## config.mk

```make
export PLATFORM = sky130hd
export DESIGN_NAME = gemm_tile_seq_flat
export DESIGN_NICKNAME = d
export VERILOG_FILES = /design/src/rtl/gemm_tile_seq_pkg.sv /design/src/rtl/gemm_tile_seq_if.sv /design/src/rtl/gemm_tile_seq.sv /design/src/flat_wrapper.sv
export SDC_FILE = /design/constraint.sdc
export NUM_CORES = 1
export LEC_CHECK = 0
export ABC_AREA = 1
export CAP_MARGIN = 10
export CORE_AREA = 3 3 179 181
export DETAILED_ROUTE_END_ITERATION = 12
export DIE_AREA = 0 0 182 184
export DONT_BUFFER_PORTS = 1
export GPL_ROUTABILITY_DRIVEN = 1
export PLACE_DENSITY_LB_ADDON = 0.05
export SLEW_MARGIN = 30
export SYNTH_ARGS = -nofsm -noshare
export SYNTH_HDL_FRONTEND = slang
export SYNTH_SLANG_ARGS = --single-unit
```

## constraint.sdc

```tcl
create_clock -name clk -period 1.5 [get_ports clk]
set_input_delay 0.3 -clock clk [delete_from_list [all_inputs] [get_ports clk]]
set_output_delay 0.3 -clock clk [all_outputs]
set_load 0.02 [all_outputs]
```

## src/rtl/gemm_tile_seq_pkg.sv

```systemverilog
// Shared types for the 2x2 GEMM tile sequencer: operand/accumulator widths
// and the sequencer FSM state encoding.
package gemm_pkg;

  localparam int OP_W  = 8;
  localparam int ACC_W = 32;

  typedef logic signed [OP_W-1:0]  op_t;
  typedef logic signed [ACC_W-1:0] acc_t;

  typedef enum logic [2:0] {
    ST_IDLE  = 3'd0,
    ST_FETCH = 3'd1,
    ST_ISSUE = 3'd2,
    ST_WAIT  = 3'd3,
    ST_DONE  = 3'd4
  } seq_state_e;

endpackage

```

## src/rtl/gemm_tile_seq_if.sv

```systemverilog
// Bundle of the job, operand-slice, array and result channels of the tile
// sequencer. The slave modport is the sequencer; master is its environment.
interface gemm_tile_seq_if #(
  parameter int KMAX = 16
) ();
  import gemm_pkg::*;

  localparam int KW = $clog2(KMAX + 1);

  // Every channel is valid/ready: a transfer happens on a rising clk edge
  // where both are high; the sender holds payload stable until then.
  logic          job_valid;
  logic          job_ready;
  logic [KW-1:0] job_k;

  logic          slice_valid;
  logic          slice_ready;
  op_t           slice_a0;
  op_t           slice_a1;
  op_t           slice_b0;
  op_t           slice_b1;

  logic          arr_in_valid;
  op_t           arr_a0;
  op_t           arr_a1;
  op_t           arr_b0;
  op_t           arr_b1;
  acc_t          arr_acc00;
  acc_t          arr_acc01;
  acc_t          arr_acc10;
  acc_t          arr_acc11;

  logic          arr_out_valid;
  acc_t          arr_y00;
  acc_t          arr_y01;
  acc_t          arr_y10;
  acc_t          arr_y11;

  logic          res_valid;
  logic          res_ready;
  acc_t          res_y00;
  acc_t          res_y01;
  acc_t          res_y10;
  acc_t          res_y11;

  modport slave (
    input  job_valid, job_k,
    output job_ready,
    input  slice_valid, slice_a0, slice_a1, slice_b0, slice_b1,
    output slice_ready,
    output arr_in_valid, arr_a0, arr_a1, arr_b0, arr_b1,
    output arr_acc00, arr_acc01, arr_acc10, arr_acc11,
    input  arr_out_valid, arr_y00, arr_y01, arr_y10, arr_y11,
    output res_valid, res_y00, res_y01, res_y10, res_y11,
    input  res_ready
  );

  modport master (
    output job_valid, job_k,
    input  job_ready,
    output slice_valid, slice_a0, slice_a1, slice_b0, slice_b1,
    input  slice_ready,
    input  arr_in_valid, arr_a0, arr_a1, arr_b0, arr_b1,
    input  arr_acc00, arr_acc01, arr_acc10, arr_acc11,
    output arr_out_valid, arr_y00, arr_y01, arr_y10, arr_y11,
    input  res_valid, res_y00, res_y01, res_y10, res_y11,
    output res_ready
  );

endinterface

```

## src/rtl/gemm_tile_seq.sv

```systemverilog
// Drives a 2x2 MAC array through a K-deep reduction, feeding back the array's
// outputs as the next slice's partial sums, and returns the finished tile.
module gemm_tile_seq
  import gemm_pkg::*;
#(
  parameter int KMAX = 16
) (
  input  logic           clk,
  input  logic           rst,
  gemm_tile_seq_if.slave bus,
  output seq_state_e     state_o
);

  localparam int            KW    = $clog2(KMAX + 1);
  localparam logic [KW-1:0] K_MAX = KW'(KMAX);

  seq_state_e    state_q;
  logic [KW-1:0] k_q;
  logic [KW-1:0] k_d;
  logic [KW-1:0] kcnt_q;
  logic          last_slice;

  logic          job_ready_q;
  logic          slice_ready_q;
  logic          arr_in_valid_q;
  logic          res_valid_q;

  op_t           a0_q;
  op_t           a1_q;
  op_t           b0_q;
  op_t           b1_q;

  acc_t          p00_q;
  acc_t          p01_q;
  acc_t          p10_q;
  acc_t          p11_q;

  always_comb begin
    k_d = bus.job_k;
    if (bus.job_k > K_MAX) begin
      k_d = K_MAX;
    end
  end

  assign last_slice = (kcnt_q == (k_q - KW'(1)));

  // Handshake flags are registered alongside the state so every output is
  // low in reset and job_ready only rises once reset has been released.
  always_ff @(posedge clk) begin
    if (rst) begin
      state_q        <= ST_IDLE;
      k_q            <= '0;
      kcnt_q         <= '0;
      job_ready_q    <= 1'b0;
      slice_ready_q  <= 1'b0;
      arr_in_valid_q <= 1'b0;
      res_valid_q    <= 1'b0;
      a0_q           <= '0;
      a1_q           <= '0;
      b0_q           <= '0;
      b1_q           <= '0;
      p00_q          <= '0;
      p01_q          <= '0;
      p10_q          <= '0;
      p11_q          <= '0;
    end else begin
      case (state_q)
        ST_IDLE: begin
          job_ready_q <= 1'b1;
          if (job_ready_q && bus.job_valid) begin
            job_ready_q <= 1'b0;
            k_q         <= k_d;
            kcnt_q      <= '0;
            p00_q       <= '0;
            p01_q       <= '0;
            p10_q       <= '0;
            p11_q       <= '0;
            if (k_d == '0) begin
              state_q     <= ST_DONE;
              res_valid_q <= 1'b1;
            end else begin
              state_q       <= ST_FETCH;
              slice_ready_q <= 1'b1;
            end
          end
        end

        ST_FETCH: begin
          if (bus.slice_valid) begin
            a0_q           <= bus.slice_a0;
            a1_q           <= bus.slice_a1;
            b0_q           <= bus.slice_b0;
            b1_q           <= bus.slice_b1;
            slice_ready_q  <= 1'b0;
            arr_in_valid_q <= 1'b1;
            state_q        <= ST_ISSUE;
          end
        end

        ST_ISSUE: begin
          arr_in_valid_q <= 1'b0;
          state_q        <= ST_WAIT;
        end

        // Array latency is open-ended; only a response seen here is taken.
        ST_WAIT: begin
          if (bus.arr_out_valid) begin
            p00_q <= bus.arr_y00;
            p01_q <= bus.arr_y01;
            p10_q <= bus.arr_y10;
            p11_q <= bus.arr_y11;
            if (last_slice) begin
              state_q     <= ST_DONE;
              res_valid_q <= 1'b1;
            end else begin
              kcnt_q        <= kcnt_q + KW'(1);
              state_q       <= ST_FETCH;
              slice_ready_q <= 1'b1;
            end
          end
        end

        ST_DONE: begin
          if (bus.res_ready) begin
            res_valid_q <= 1'b0;
            job_ready_q <= 1'b1;
            state_q     <= ST_IDLE;
          end
        end

        default: begin
          state_q        <= ST_IDLE;
          job_ready_q    <= 1'b0;
          slice_ready_q  <= 1'b0;
          arr_in_valid_q <= 1'b0;
          res_valid_q    <= 1'b0;
        end
      endcase
    end
  end

  assign bus.job_ready    = job_ready_q;
  assign bus.slice_ready  = slice_ready_q;
  assign bus.arr_in_valid = arr_in_valid_q;
  assign bus.res_valid    = res_valid_q;

  // Array-side buses read as zero whenever no slice is being issued.
  assign bus.arr_a0    = arr_in_valid_q ? a0_q  : '0;
  assign bus.arr_a1    = arr_in_valid_q ? a1_q  : '0;
  assign bus.arr_b0    = arr_in_valid_q ? b0_q  : '0;
  assign bus.arr_b1    = arr_in_valid_q ? b1_q  : '0;
  assign bus.arr_acc00 = arr_in_valid_q ? p00_q : '0;
  assign bus.arr_acc01 = arr_in_valid_q ? p01_q : '0;
  assign bus.arr_acc10 = arr_in_valid_q ? p10_q : '0;
  assign bus.arr_acc11 = arr_in_valid_q ? p11_q : '0;

  assign bus.res_y00 = res_valid_q ? p00_q : '0;
  assign bus.res_y01 = res_valid_q ? p01_q : '0;
  assign bus.res_y10 = res_valid_q ? p10_q : '0;
  assign bus.res_y11 = res_valid_q ? p11_q : '0;

  assign state_o = state_q;

endmodule

```

## src/flat_wrapper.sv

```systemverilog
// flat-port wrapper written by rule: the top's interface ports become plain ports
module gemm_tile_seq_flat import gemm_pkg::*;
#(
  parameter int KMAX = 16
)
  (clk, rst, state_o, bus_job_valid, bus_job_k, bus_job_ready, bus_slice_valid, bus_slice_a0, bus_slice_a1, bus_slice_b0, bus_slice_b1, bus_slice_ready, bus_arr_in_valid, bus_arr_a0, bus_arr_a1, bus_arr_b0, bus_arr_b1, bus_arr_acc00, bus_arr_acc01, bus_arr_acc10, bus_arr_acc11, bus_arr_out_valid, bus_arr_y00, bus_arr_y01, bus_arr_y10, bus_arr_y11, bus_res_valid, bus_res_y00, bus_res_y01, bus_res_y10, bus_res_y11, bus_res_ready);
  gemm_tile_seq_if #(.KMAX(KMAX)) bus_i ();
  input  logic clk;
  input  logic rst;
  output seq_state_e state_o;
  input wire logic [$bits(bus_i.job_valid)-1:0] bus_job_valid;
  input wire logic [$bits(bus_i.job_k)-1:0] bus_job_k;
  output wire logic [$bits(bus_i.job_ready)-1:0] bus_job_ready;
  input wire logic [$bits(bus_i.slice_valid)-1:0] bus_slice_valid;
  input wire logic [$bits(bus_i.slice_a0)-1:0] bus_slice_a0;
  input wire logic [$bits(bus_i.slice_a1)-1:0] bus_slice_a1;
  input wire logic [$bits(bus_i.slice_b0)-1:0] bus_slice_b0;
  input wire logic [$bits(bus_i.slice_b1)-1:0] bus_slice_b1;
  output wire logic [$bits(bus_i.slice_ready)-1:0] bus_slice_ready;
  output wire logic [$bits(bus_i.arr_in_valid)-1:0] bus_arr_in_valid;
  output wire logic [$bits(bus_i.arr_a0)-1:0] bus_arr_a0;
  output wire logic [$bits(bus_i.arr_a1)-1:0] bus_arr_a1;
  output wire logic [$bits(bus_i.arr_b0)-1:0] bus_arr_b0;
  output wire logic [$bits(bus_i.arr_b1)-1:0] bus_arr_b1;
  output wire logic [$bits(bus_i.arr_acc00)-1:0] bus_arr_acc00;
  output wire logic [$bits(bus_i.arr_acc01)-1:0] bus_arr_acc01;
  output wire logic [$bits(bus_i.arr_acc10)-1:0] bus_arr_acc10;
  output wire logic [$bits(bus_i.arr_acc11)-1:0] bus_arr_acc11;
  input wire logic [$bits(bus_i.arr_out_valid)-1:0] bus_arr_out_valid;
  input wire logic [$bits(bus_i.arr_y00)-1:0] bus_arr_y00;
  input wire logic [$bits(bus_i.arr_y01)-1:0] bus_arr_y01;
  input wire logic [$bits(bus_i.arr_y10)-1:0] bus_arr_y10;
  input wire logic [$bits(bus_i.arr_y11)-1:0] bus_arr_y11;
  output wire logic [$bits(bus_i.res_valid)-1:0] bus_res_valid;
  output wire logic [$bits(bus_i.res_y00)-1:0] bus_res_y00;
  output wire logic [$bits(bus_i.res_y01)-1:0] bus_res_y01;
  output wire logic [$bits(bus_i.res_y10)-1:0] bus_res_y10;
  output wire logic [$bits(bus_i.res_y11)-1:0] bus_res_y11;
  input wire logic [$bits(bus_i.res_ready)-1:0] bus_res_ready;
  assign bus_i.job_valid = bus_job_valid;
  assign bus_i.job_k = bus_job_k;
  assign bus_job_ready = bus_i.job_ready;
  assign bus_i.slice_valid = bus_slice_valid;
  assign bus_i.slice_a0 = bus_slice_a0;
  assign bus_i.slice_a1 = bus_slice_a1;
  assign bus_i.slice_b0 = bus_slice_b0;
  assign bus_i.slice_b1 = bus_slice_b1;
  assign bus_slice_ready = bus_i.slice_ready;
  assign bus_arr_in_valid = bus_i.arr_in_valid;
  assign bus_arr_a0 = bus_i.arr_a0;
  assign bus_arr_a1 = bus_i.arr_a1;
  assign bus_arr_b0 = bus_i.arr_b0;
  assign bus_arr_b1 = bus_i.arr_b1;
  assign bus_arr_acc00 = bus_i.arr_acc00;
  assign bus_arr_acc01 = bus_i.arr_acc01;
  assign bus_arr_acc10 = bus_i.arr_acc10;
  assign bus_arr_acc11 = bus_i.arr_acc11;
  assign bus_i.arr_out_valid = bus_arr_out_valid;
  assign bus_i.arr_y00 = bus_arr_y00;
  assign bus_i.arr_y01 = bus_arr_y01;
  assign bus_i.arr_y10 = bus_arr_y10;
  assign bus_i.arr_y11 = bus_arr_y11;
  assign bus_res_valid = bus_i.res_valid;
  assign bus_res_y00 = bus_i.res_y00;
  assign bus_res_y01 = bus_i.res_y01;
  assign bus_res_y10 = bus_i.res_y10;
  assign bus_res_y11 = bus_i.res_y11;
  assign bus_i.res_ready = bus_res_ready;
  gemm_tile_seq #(.KMAX(KMAX)) u_core (.clk(clk), .rst(rst), .bus(bus_i), .state_o(state_o));
endmodule
```

==> metrics.cfg <==
[detailed_routing]
routed_antenna_nets = 0
drt-vias-per-instance = 5.08
dr.pass1.iters = 5
drt-wirelength-per-cell_um = 21.7
drc_errors = 0
drt-initial-drc-count = 634
detail_route.wirelength_um = 41500
dr_vias = 9689

[setup_path]
worstPathBufferInverterCount = 4
worstSetupStartpointType = flip-flop
crit_path_cell_trace = buf_12, buf_12, clkbuf_16, nand2_1, inv_2
cp_top_family = buffers and inverters
timing.setup.critical_path_class = flip-flop to primary output
critical_path.endpoint_type = primary output
cpMaxStageDelayCell = sky130_fd_sc_hd__dfxtp_4
worst_reg2reg_setup_slack_ns = -0.14
timing.critical_path.slowest_cell_delay_ns = 0.38
required_ns = 1.20
cp.arrival_ns = 1.45
crit_path_frequent_cell = sky130_fd_sc_hd__buf_12
path_max_fanout = 8

[grt]
grt_max_degree = 140
initial_antenna_violation_count = 2
grt_usage_pct = 20.2
first_global_vias = 8786
grt_remaining_overflow = 0
grt_pass1_wl_um = 53100

[status]
outcome = complete, but fails checks
failing_checks = negative hold slack, negative setup slack

[placed_design]
dpl.hpwl_um = 23800
gpl.final_weighted_congestion = 0.754
placement.io_buffers = 0
pre_cts_slack_ns = -0.0939
dpl_cell_area_um2 = 9760

[layout]
fillCellCount = 3210
layout-area-overhead-vs-synth_pct = 38.5
seq_area_um2 = 3560
final_layout_size_suffix_gt1_share_pct = 38.3
final_nets = 1672
multi_input_area_um2 = 4940
fin_area_um2 = 12800
final_core_utilization_pct = 41.9

[sta]
finalWorstSetupSlack_ns = -0.247
highest_achievable_clock_rate_mhz = 572
hold_slack_ns = -0.0615
final-setup-viol-count = 346
timing.max_slew.rel_slack_pct = 70.1
final_hold_violating_endpoints = 8
final.min_clock_period_ns = 1.75
unrepaired_setup_endpoints_after_global_routing = true
max_slew.worst_pin.slew_ns = 0.449
timing.clock.skew_ns = 0.0163
slew_violations = 0
finalSetupTns_ns = -40.32
timing.final.crit_share_pct = 116

[power]
leakagePower_nw = 6.66
irDropWorstVdd_mv = 0.630
finalPower_mw = 15.6
pwr_density_cell_nw_per_um2 = 1220

[cts]
clock_tree_from_tritoncts = yes
clock_tree.root_cell = sky130_fd_sc_hd__clkbuf_16
clock_insertion_delay_worst_skew_ns = 0.43
clock-sinks = 177
clkSlewWorstSetupHoldPaths_ns = 0.07
cts_max_path_buffers = 2
numCtsBuffers = 17
h-tree-depth = 4

[yosys]
syn_area_per_cell_um2 = 6.19
yosys.cell_types.count = 27
synth.ff_latch_count = 177
yosysWarnings = 0
synth_top_cells_by_area = sky130_fd_sc_hd__dfxtp_1, sky130_fd_sc_hd__nand3_1, sky130_fd_sc_hd__nand2_1
syn_nets = 1668
netlist_instances = 1495
top_cell_type_s_share_of_synthesized_area_pct = 38.3
post-synth-top-area-cell = sky130_fd_sc_hd__dfxtp_1
portion_of_the_post_synthesis_area_used_by_sequential_elements_pct = 38.3
synth_area_um2 = 9260

[die]
io_pins = 466
fp.dieArea_um2 = 33500
rows = 64
die_height_um = 184
initial_utilization_pct = 30.3
core_area_um2 = 30600
die_w_um = 182

[worst_hold_path]
min-delay-path-class = input pin to flip-flop

[flow_run]
count_of_maximum_capacitance_violations = 0

==> Yosys cell counts <==
cell type,n
sky130_fd_sc_hd__inv_1,309
sky130_fd_sc_hd__buf_1,9
sky130_fd_sc_hd__o21ai_0,37
sky130_fd_sc_hd__o31ai_1,1
sky130_fd_sc_hd__a31oi_1,1
sky130_fd_sc_hd__nor2_2,1
sky130_fd_sc_hd__nand2_1,335
sky130_fd_sc_hd__a21oi_1,139
sky130_fd_sc_hd__buf_4,1
sky130_fd_sc_hd__nand3_1,272
sky130_fd_sc_hd__nor2_4,1
sky130_fd_sc_hd__dfxtp_1,177
sky130_fd_sc_hd__xor2_1,3
sky130_fd_sc_hd__o22ai_1,4
sky130_fd_sc_hd__clkbuf_1,75
sky130_fd_sc_hd__nor3_1,1
sky130_fd_sc_hd__inv_2,3
sky130_fd_sc_hd__buf_2,20
sky130_fd_sc_hd__nor2_1,83
sky130_fd_sc_hd__nor3_2,1
sky130_fd_sc_hd__ha_1,2
sky130_fd_sc_hd__buf_6,10
sky130_fd_sc_hd__o211ai_1,1
sky130_fd_sc_hd__nand3_4,1
sky130_fd_sc_hd__nor4_1,1
sky130_fd_sc_hd__nand4_1,6
sky130_fd_sc_hd__nand2_2,1
==> final timing paths <==
| path | startpoint | end | cells past startpoint |
|---|---|---|---|
| worst min register to register | u_core.a0_q[5] | u_core.a0_q[5] | 2 |
| worst max-delay path | u_core.bus.arr_in_valid | bus_arr_acc00[2] | 5 |
| worst max register to register | u_core.k_q[0] | u_core.kcnt_q[4] | 13 |
| worst min-delay path | rst | u_core.p01_q[25] | 1 |
==> worst register-to-register path, delay by kind of cell (launching register included) <==
kind            cells  cell delay (ns)
simple gates        8             0.75
flops               1             0.33
fa+ha+maj           1             0.26
buf+inv             3             0.14
compound gates      1             0.05
==> per-layer routing <==
metal	GRT usage, %	up-vias	wire, µm
li1	-	4617	-
met3	4.95	54	2630
met4	8.44	0	1200
met1	24.9	4637	17100
met2	33.9	381	20500
met5	0	-	0
==> through the flow <==
stage	instances	hold slack, ns
detailed placement	1818	0.395
global placement	1818	0.395
CTS	1873	-0.0674
floorplan	1495	0.455
finish	1909	-0.0615
global route	1909	-0.0773
==> layout make-up <==
| class | instances | area share (%) |
|---|---|---|
| Multi-Input combinational cell | 891 | 38.6 |
| Clock inverter | 11 | 1.12 |
| Antenna cell | 2 | 0.0390 |
| Clock buffer | 20 | 3.65 |
| Sequential cell | 177 | 27.8 |
| Inverter | 312 | 11.5 |
| Tap cell | 396 | 3.86 |
| Timing Repair Buffer | 100 | 13.5 |
==> power by group <==
group	internal (mW)	total, mW	switching (mW)
Combinational	2.42	5.60	3.18
Sequential	5.00	5.27	0.266
Clock	2.65	4.75	2.11
Total	10.1	15.6	5.55
==> cell usage in the layout (no fill, tap or decap), types with 33 or more instances in the layout <==
| cell | count |
|---|---|
| sky130_fd_sc_hd__o21ai_0 | 36 |
| sky130_fd_sc_hd__inv_2 | 187 |
| sky130_fd_sc_hd__nor2_1 | 81 |
| sky130_fd_sc_hd__inv_4 | 98 |
| sky130_fd_sc_hd__nand2_4 | 74 |
| sky130_fd_sc_hd__a21oi_1 | 129 |
| sky130_fd_sc_hd__nand2_1 | 217 |
| sky130_fd_sc_hd__nand3_1 | 263 |
| sky130_fd_sc_hd__clkbuf_16 | 38 |
| sky130_fd_sc_hd__buf_4 | 33 |
| sky130_fd_sc_hd__dfxtp_1 | 170 |
| sky130_fd_sc_hd__nand2_2 | 36 |
==> state kept, by name, indices dropped and copies added (netlist names) <==
| register | flops |
|---|---|
| u_core.p01_q | 32 |
| u_core.k_q | 5 |
| u_core.state_o | 3 |
| u_core.p00_q | 32 |
| u_core.p10_q | 32 |
| u_core.bus.arr_in_valid | 1 |
| u_core.bus.job_ready | 1 |
| u_core.b0_q | 8 |
| u_core.bus.slice_ready | 1 |
| u_core.a0_q | 8 |
| u_core.a1_q | 8 |
| u_core.p11_q | 32 |
| u_core.b1_q | 8 |
| u_core.bus.res_valid | 1 |
| u_core.kcnt_q | 5 |
==> cells by family after synthesis <==
group                    Yosys count  share of synthesized area [%]
flip-flops                       177                           38.3
AO/OA/AOI/OAI                    183                           10.0
XOR/XNOR                           3                          0.284
adder cells (fa/ha/maj)            2                          0.270
AND/OR/NAND/NOR                  703                           32.7
buffers and inverters            427                           18.4
==> timing repair <==
action	CTS	global route
hold endpoints to repair	138	138
buffers inserted	14	10
pin swaps	0	20
resized for setup	299	392
gates cloned	10	28
endpoints found under the setup margin	336	438
(Power assumes the default switching activity.)
